`src/rtl/imem_pkg.sv`:
```
// Shared definitions for the instruction memory bank: controller states and default geometry.
package imem_pkg;

  localparam int DEF_DATA_W = 32;
  localparam int DEF_DEPTH  = 64;

  typedef enum logic {
    CLEAR = 1'b0,
    IDLE  = 1'b1
  } state_t;

endpackage

```
`src/rtl/imem_array.sv`:
```
// Word storage for imem_bank: one synchronous write port and one registered read port.
// A same-cycle read and write to one index returns the old word.
module imem_array #(
  parameter int WORD_W = 32,
  parameter int DEPTH  = 64,
  parameter int IDX_W  = 6
) (
  input  logic              clk,
  input  logic              i_we,
  input  logic [IDX_W-1:0]  i_waddr,
  input  logic [WORD_W-1:0] i_wdata,
  input  logic              i_re,
  input  logic [IDX_W-1:0]  i_raddr,
  output logic [WORD_W-1:0] o_rdata
);

  logic [WORD_W-1:0] r_mem [DEPTH];
  logic [WORD_W-1:0] r_rdata;

  always_ff @(posedge clk) begin
    if (i_we) begin
      r_mem[i_waddr] <= i_wdata;
    end
    if (i_re) begin
      r_rdata <= r_mem[i_raddr];
    end
  end

  assign o_rdata = r_rdata;

endmodule

```
`src/rtl/imem_bank.sv`:
```
// Instruction memory bank: clear-on-reset FSM, fetch port with latency 1, loader write port.
// Define IMEM_PARITY_EN to store an even-parity bit per word and add the parity_err output.
module imem_bank
  import imem_pkg::*;
#(
  parameter int DATA_W = DEF_DATA_W,
  parameter int DEPTH  = DEF_DEPTH,
  parameter int ADDR_W = 32
) (
  input  logic              clk,
  input  logic              rst_n,
  input  logic              fetch_req,
  input  logic [ADDR_W-1:0] fetch_addr,
  output logic              fetch_valid,
  output logic [DATA_W-1:0] fetch_instr,
  output logic              fetch_fault,
  input  logic              load_valid,
  output logic              load_ready,
  input  logic [ADDR_W-1:0] load_addr,
  input  logic [DATA_W-1:0] load_data,
  output logic              load_err,
  output logic              busy
`ifdef IMEM_PARITY_EN
  ,
  output logic              parity_err
`endif
);

  localparam int IDX_W = $clog2(DEPTH);
`ifdef IMEM_PARITY_EN
  localparam int WORD_W = DATA_W + 1;
`else
  localparam int WORD_W = DATA_W;
`endif
  localparam logic [ADDR_W:0] ADDR_LIM = (ADDR_W+1)'(4 * DEPTH);

  function automatic logic addr_ok(input logic [ADDR_W-1:0] a);
    return (a[1:0] == 2'b00) && ({1'b0, a} < ADDR_LIM);
  endfunction

  state_t            r_state, w_state_nxt;
  logic [IDX_W-1:0]  r_clr_idx, w_clr_idx_nxt;
  logic              w_busy, w_ready;
  logic              r_fetch_valid, r_fetch_fault, r_instr_zero, r_load_err;
  logic              w_fetch_go, w_fetch_addr_ok, w_load_go, w_load_addr_ok;
  logic              w_we, w_re;
  logic [IDX_W-1:0]  w_waddr;
  logic [WORD_W-1:0] w_wdata, w_rdata;

  always_ff @(posedge clk or negedge rst_n) begin
    if (!rst_n) begin
      r_state   <= CLEAR;
      r_clr_idx <= '0;
    end else begin
      r_state   <= w_state_nxt;
      r_clr_idx <= w_clr_idx_nxt;
    end
  end

  always_comb begin
    w_state_nxt   = r_state;
    w_clr_idx_nxt = r_clr_idx;
    w_busy        = 1'b0;
    w_ready       = 1'b0;
    if (r_state == CLEAR) begin
      w_busy        = 1'b1;
      w_clr_idx_nxt = r_clr_idx + 1'b1;
      if (r_clr_idx == IDX_W'(DEPTH - 1)) begin
        w_state_nxt = IDLE;
      end
    end else begin
      w_ready = 1'b1;
    end
  end

  assign w_fetch_go      = fetch_req && (r_state == IDLE);
  assign w_fetch_addr_ok = addr_ok(fetch_addr);
  assign w_load_go       = load_valid && w_ready;
  assign w_load_addr_ok  = addr_ok(load_addr);

  // The clear sequence owns the write port; loads are only accepted once idle.
  assign w_we    = w_busy || (w_load_go && w_load_addr_ok);
  assign w_waddr = w_busy ? r_clr_idx : load_addr[IDX_W+1:2];
`ifdef IMEM_PARITY_EN
  assign w_wdata = w_busy ? '0 : {^load_data, load_data};
`else
  assign w_wdata = w_busy ? '0 : load_data;
`endif
  assign w_re    = w_fetch_go && w_fetch_addr_ok;

  imem_array #(
    .WORD_W (WORD_W),
    .DEPTH  (DEPTH),
    .IDX_W  (IDX_W)
  ) u_array (
    .clk     (clk),
    .i_we    (w_we),
    .i_waddr (w_waddr),
    .i_wdata (w_wdata),
    .i_re    (w_re),
    .i_raddr (fetch_addr[IDX_W+1:2]),
    .o_rdata (w_rdata)
  );

  // r_instr_zero masks the read register after reset and on faulted fetches; both it and
  // the read register only change on an accepted fetch, so the outputs hold in between.
  always_ff @(posedge clk or negedge rst_n) begin
    if (!rst_n) begin
      r_fetch_valid <= 1'b0;
      r_fetch_fault <= 1'b0;
      r_instr_zero  <= 1'b1;
      r_load_err    <= 1'b0;
    end else begin
      r_fetch_valid <= w_fetch_go;
      r_load_err    <= w_load_go && !w_load_addr_ok;
      if (w_fetch_go) begin
        r_fetch_fault <= !w_fetch_addr_ok;
        r_instr_zero  <= !w_fetch_addr_ok;
      end
    end
  end

  assign fetch_valid = r_fetch_valid;
  assign fetch_fault = r_fetch_fault;
  assign fetch_instr = r_instr_zero ? '0 : w_rdata[DATA_W-1:0];
  assign load_err    = r_load_err;
  assign load_ready  = w_ready;
  assign busy        = w_busy;
`ifdef IMEM_PARITY_EN
  assign parity_err  = !r_instr_zero && (^w_rdata);
`endif

endmodule

```
`config.mk`:
```
export PLATFORM = sky130hd
export DESIGN_NAME = imem_bank
export DESIGN_NICKNAME = d
export VERILOG_FILES = /design/src/rtl/imem_pkg.sv /design/src/rtl/imem_array.sv /design/src/rtl/imem_bank.sv
export SDC_FILE = /design/constraint.sdc
export NUM_CORES = 2
export LEC_CHECK = 0
export BUFFER_PORTS_ARGS = -buffer_cell sky130_fd_sc_hd__buf_2
export CAP_MARGIN = 5
export CORE_ASPECT_RATIO = 0.7
export CORE_MARGIN = 1
export CORE_UTILIZATION = 45
export DETAILED_ROUTE_END_ITERATION = 8
export HOLD_SLACK_MARGIN = 0.15
export SLEW_MARGIN = 0
export SYNTH_ARGS = -nofsm -noshare
export SYNTH_HDL_FRONTEND = slang
export SYNTH_SLANG_ARGS = --single-unit
```
`constraint.sdc`:
```
create_clock -name clk -period 5.8 [get_ports clk]
set_input_delay 1.74 -clock clk [delete_from_list [all_inputs] [get_ports clk]]
set_output_delay 1.74 -clock clk [all_outputs]
set_load 0.03 [all_outputs]
```
==> key figures <==
CTS
  • Clock sink count: 2091
  • H-Tree Level Count: 4
  • Buffer depth of the longest clock path: 3
  • Clock edge transition at the registers on the reported setup and hold paths: 60 ps
  • TritonCTS clock tree: built
  • Post-CTS setup buffer count: 0
  • Hold Buf Count CTS: 0
  • Number of buffers created by CTS: 189
  • Post-cts repair resize count: 0
  • Clock network latency to the later pin of the worst-skew pair: 830 ps
  • Master cell of the clock root buffer: clkbuf_16

Synthesis
  • Synthesized netlist cell count: 3458
  • Top cell type by total area after synthesis: edfxtp_1
  • Number of nets in the synthesized netlist: 3559
  • FF+latch count, synth: 2091
  • Post-synthesis area per instance: 23.0 sq um
  • Top post-synthesis cells by area: edfxtp_1 (79%), mux4_2 (14%), o22ai_1 (1.1%)
  • Sequential element share of the synthesized area: 79.0%
  • Most common library cells after synthesis: edfxtp_1 (2080), mux4_2 (508), o22ai_1 (137)
  • Netlist Area Pre-Place: 0.0794 sq mm
  • Fraction of registers with async set/reset: 0.526%
  • Count of distinct cell types in the synthesized netlist: 49
  • Yosys warnings: 0
  • Number of enable-type register cells in the synthesized netlist: 2080
  • Synth top area share: 78.6%
  • Top_reg_cell synth: edfxtp_1
  • Most common cell in the netlist: edfxtp_1

Worst setup path
  • Most Frequent Cell on Critical Path: buf_4
  • Worst Path Required: 6370 ps
  • Number of cells on the worst reg-to-reg path: 5
  • Reg-to-reg endpoint: u_array.r_mem[34][2]
  • Worst setup SP type: primary input
  • CP max FO: 27
  • Critical path endpoint: u_array.o_rdata[9]
  • Kind of cell with the highest combined delay on the critical path: buffers and inverters
  • Buffers plus inverters on the worst setup path: 4
  • Register-to-register path setup slack: 1820 ps
  • Critical path endpoint category: flip-flop
  • Crit path depth: 9
  • CP startpoint: fetch_addr[5]
  • Category of the critical setup timing path: primary input to flip-flop
  • Delay contributed by the slowest stage of the critical path: 880 ps
  • Critical Path, Cell by Cell: buf_2 -> buf_4 -> nor2b_1 -> nand2b_1 -> buf_4 -> o22ai_1 -> nor4_1 -> buf_4 -> o22a_1
  • Standard cell with the maximum stage delay on the critical path: o22ai_1
  • Data arrival time of the critical path: 4590 ps
  • Launching point of the worst reg2reg path: r_state

Timing
  • Post-route clock skew: 31.6 ps
  • Final number of hold-violating endpoints: 0
  • PnR worst setup slack: 1780 ps
  • Final TNS setup: 0 ps
  • Final critical delay including setup and external delays: 4020 ps
  • Transition time at the pin with the least slew margin: 1130 ps
  • Maximum clock frequency: 249 MHz
  • Hold Slack: 508 ps
  • Max_slew headroom: 25.0%
  • Unrepaired setup endpoints after global routing: no
  • Setup Viol. Count Final: 0
  • Final Max Tran Viols: 0
  • Final clock period utilization by the worst path: 69.3%

Place
  • Placed instance count: 5972
  • Port-buffer cells: 136
  • Setup slack after placement: 933 ps
  • Detailed Place HPWL: 136000 microns
  • Placer Congestion: 0.906

Global routing
  • Maximum number of pins on one net before global-route repair: 96
  • Vias in the first global route: 37400
  • Wire length of the first global-routing pass: 304000 microns
  • Number of antenna violations at the first check in global routing: 7
  • GRT Total Usage: 24.5%
  • Total overflow reported by the global router: 0

Status
  • Status: complete, no violations

Routing
  • Post-Route WL: 218000 microns
  • Total vias in the final route: 39100
  • First-pass iteration count of the detailed router: 6
  • Final routed DRC violation total: 0
  • Routed WL per cell: 34.6 microns
  • Number of DRC markers in iteration 0: 6422
  • Count of antenna-violating nets left after detailed routing: 0
  • Via density per instance: 6.19

Power and ir drop
  • Worst vdd rail ir drop: 0.000292 V
  • Static leakage power: 22.9 nW
  • Power density relative to cell area: 322 mW/mm^2

Min path
  • Worst Hold Depth: 2
  • Worst Hold Class: flip-flop to flip-flop

Floorplanning
  • Die Outline Area: 0.178 sq mm
  • Core Box Area: 0.175 sq mm
  • Starting Density: 45.5%
  • Standard-cell rows: 128
  • Die boundary width: 504 microns
  • Boundary Pins: 137
  • DIE HEIGHT: 353 microns

Finish
  • Share of the core filled with cells: 51.8%
  • Layout cell share with drive strength beyond 1: 30.9%
  • Final #Nets: 3924
  • Post-layout instance count excluding filler cells: 6320
  • Area added between synthesis and finish: 13.9%

Run
  • Maximum Capacitance Violations: 0
## cells by family after synthesis
kind of cell | count (synthesis) | synth area share, %
AO/OA/AOI/OAI | 291 | 2.57
buffers and inverters | 193 | 1.29
flip-flops | 2091 | 79.0
AND/OR/NAND/NOR | 317 | 2.01
adder cells (fa/ha/maj) | 1 | 0.0158
XOR/XNOR | 5 | 0.0551
multiplexers | 560 | 15.1
## through the flow
step | total power [mW] | cell area [sq um]
after global routing | 29.8 | 90400
final | 29.1 | 90400
after detailed placement | 17.4 | 84600
after global placement | 17.3 | 84600
after floorplan | 17.1 | 79400
after CTS | 29.3 | 90400
## registers in the layout, indices dropped and copies added, names as in the netlist
signal	flops
u_array.o_rdata	32
u_array.r_mem	2048
fetch_fault	1
load_err	1
r_clr_idx	6
r_state	1
r_instr_zero	1
fetch_valid	1
## layer usage
metal	vias to the layer above	track usage, %	share of wire [%]
met5	-	0	0.0060
met4	2	4.73	1.7
met3	255	8.08	13
met2	2150	33.5	42
met1	21100	38.3	43
li1	15600	-	-
## area by class of cell
class                   count  area (sq um)
fillers                 13500         84100
flip-flops and latches   2091         62700
multi-input cells        1174         16200
clock buffers             242          5070
well taps                2340          2930
repair buffers            361          2690
clock inverters           100           793
inverters                   6          22.5
diodes                      6          15.0
## cell usage in the layout, fill, tap and decap left out, types with 6 or more instances in the layout
master	instances
and2_2	23
mux2_2	7
clkbuf_1	46
a22oi_1	8
o22ai_1	137
diode_2	6
and2_4	9
nor2_4	64
a21oi_1	33
nand4_1	7
mux2i_1	45
edfxtp_1	2080
clkbuf_16	195
dfrtp_1	10
clkinv_1	49
nor4_1	39
clkinv_2	28
buf_12	23
nand3_1	20
o22a_1	27
buf_4	202
bufinv_16	9
o221ai_1	55
nor2_1	39
inv_1	6
nor2b_1	43
buf_2	133
mux4_2	508
nand2_1	45
nand2b_1	10
## report_power, final
group | switching (mW) | total [mW] | internal [mW]
clock network | 5.49 | 12.1 | 6.57
logic | 0.417 | 0.669 | 0.253
registers | 0 | 16.4 | 16.4
total | 5.91 | 29.1 | 23.2
## tightest hold or removal path: cells and delay by family, from the launching register on
kind             cells  cell delay, ps
flip-flops           1             350
AND/OR/NAND/NOR      2             120
## worst min-delay path by stage
| stage | start | to |
|---|---|---|
| after floorplan | r_clr_idx[4] | r_clr_idx[4] |
| after global placement | fetch_fault | fetch_fault |
| after detailed placement | fetch_fault | fetch_fault |
| after CTS | fetch_fault | fetch_fault |
| after global routing | fetch_fault | fetch_fault |
| final | fetch_fault | fetch_fault |
Note: power is estimated with default switching activity, not from simulation.
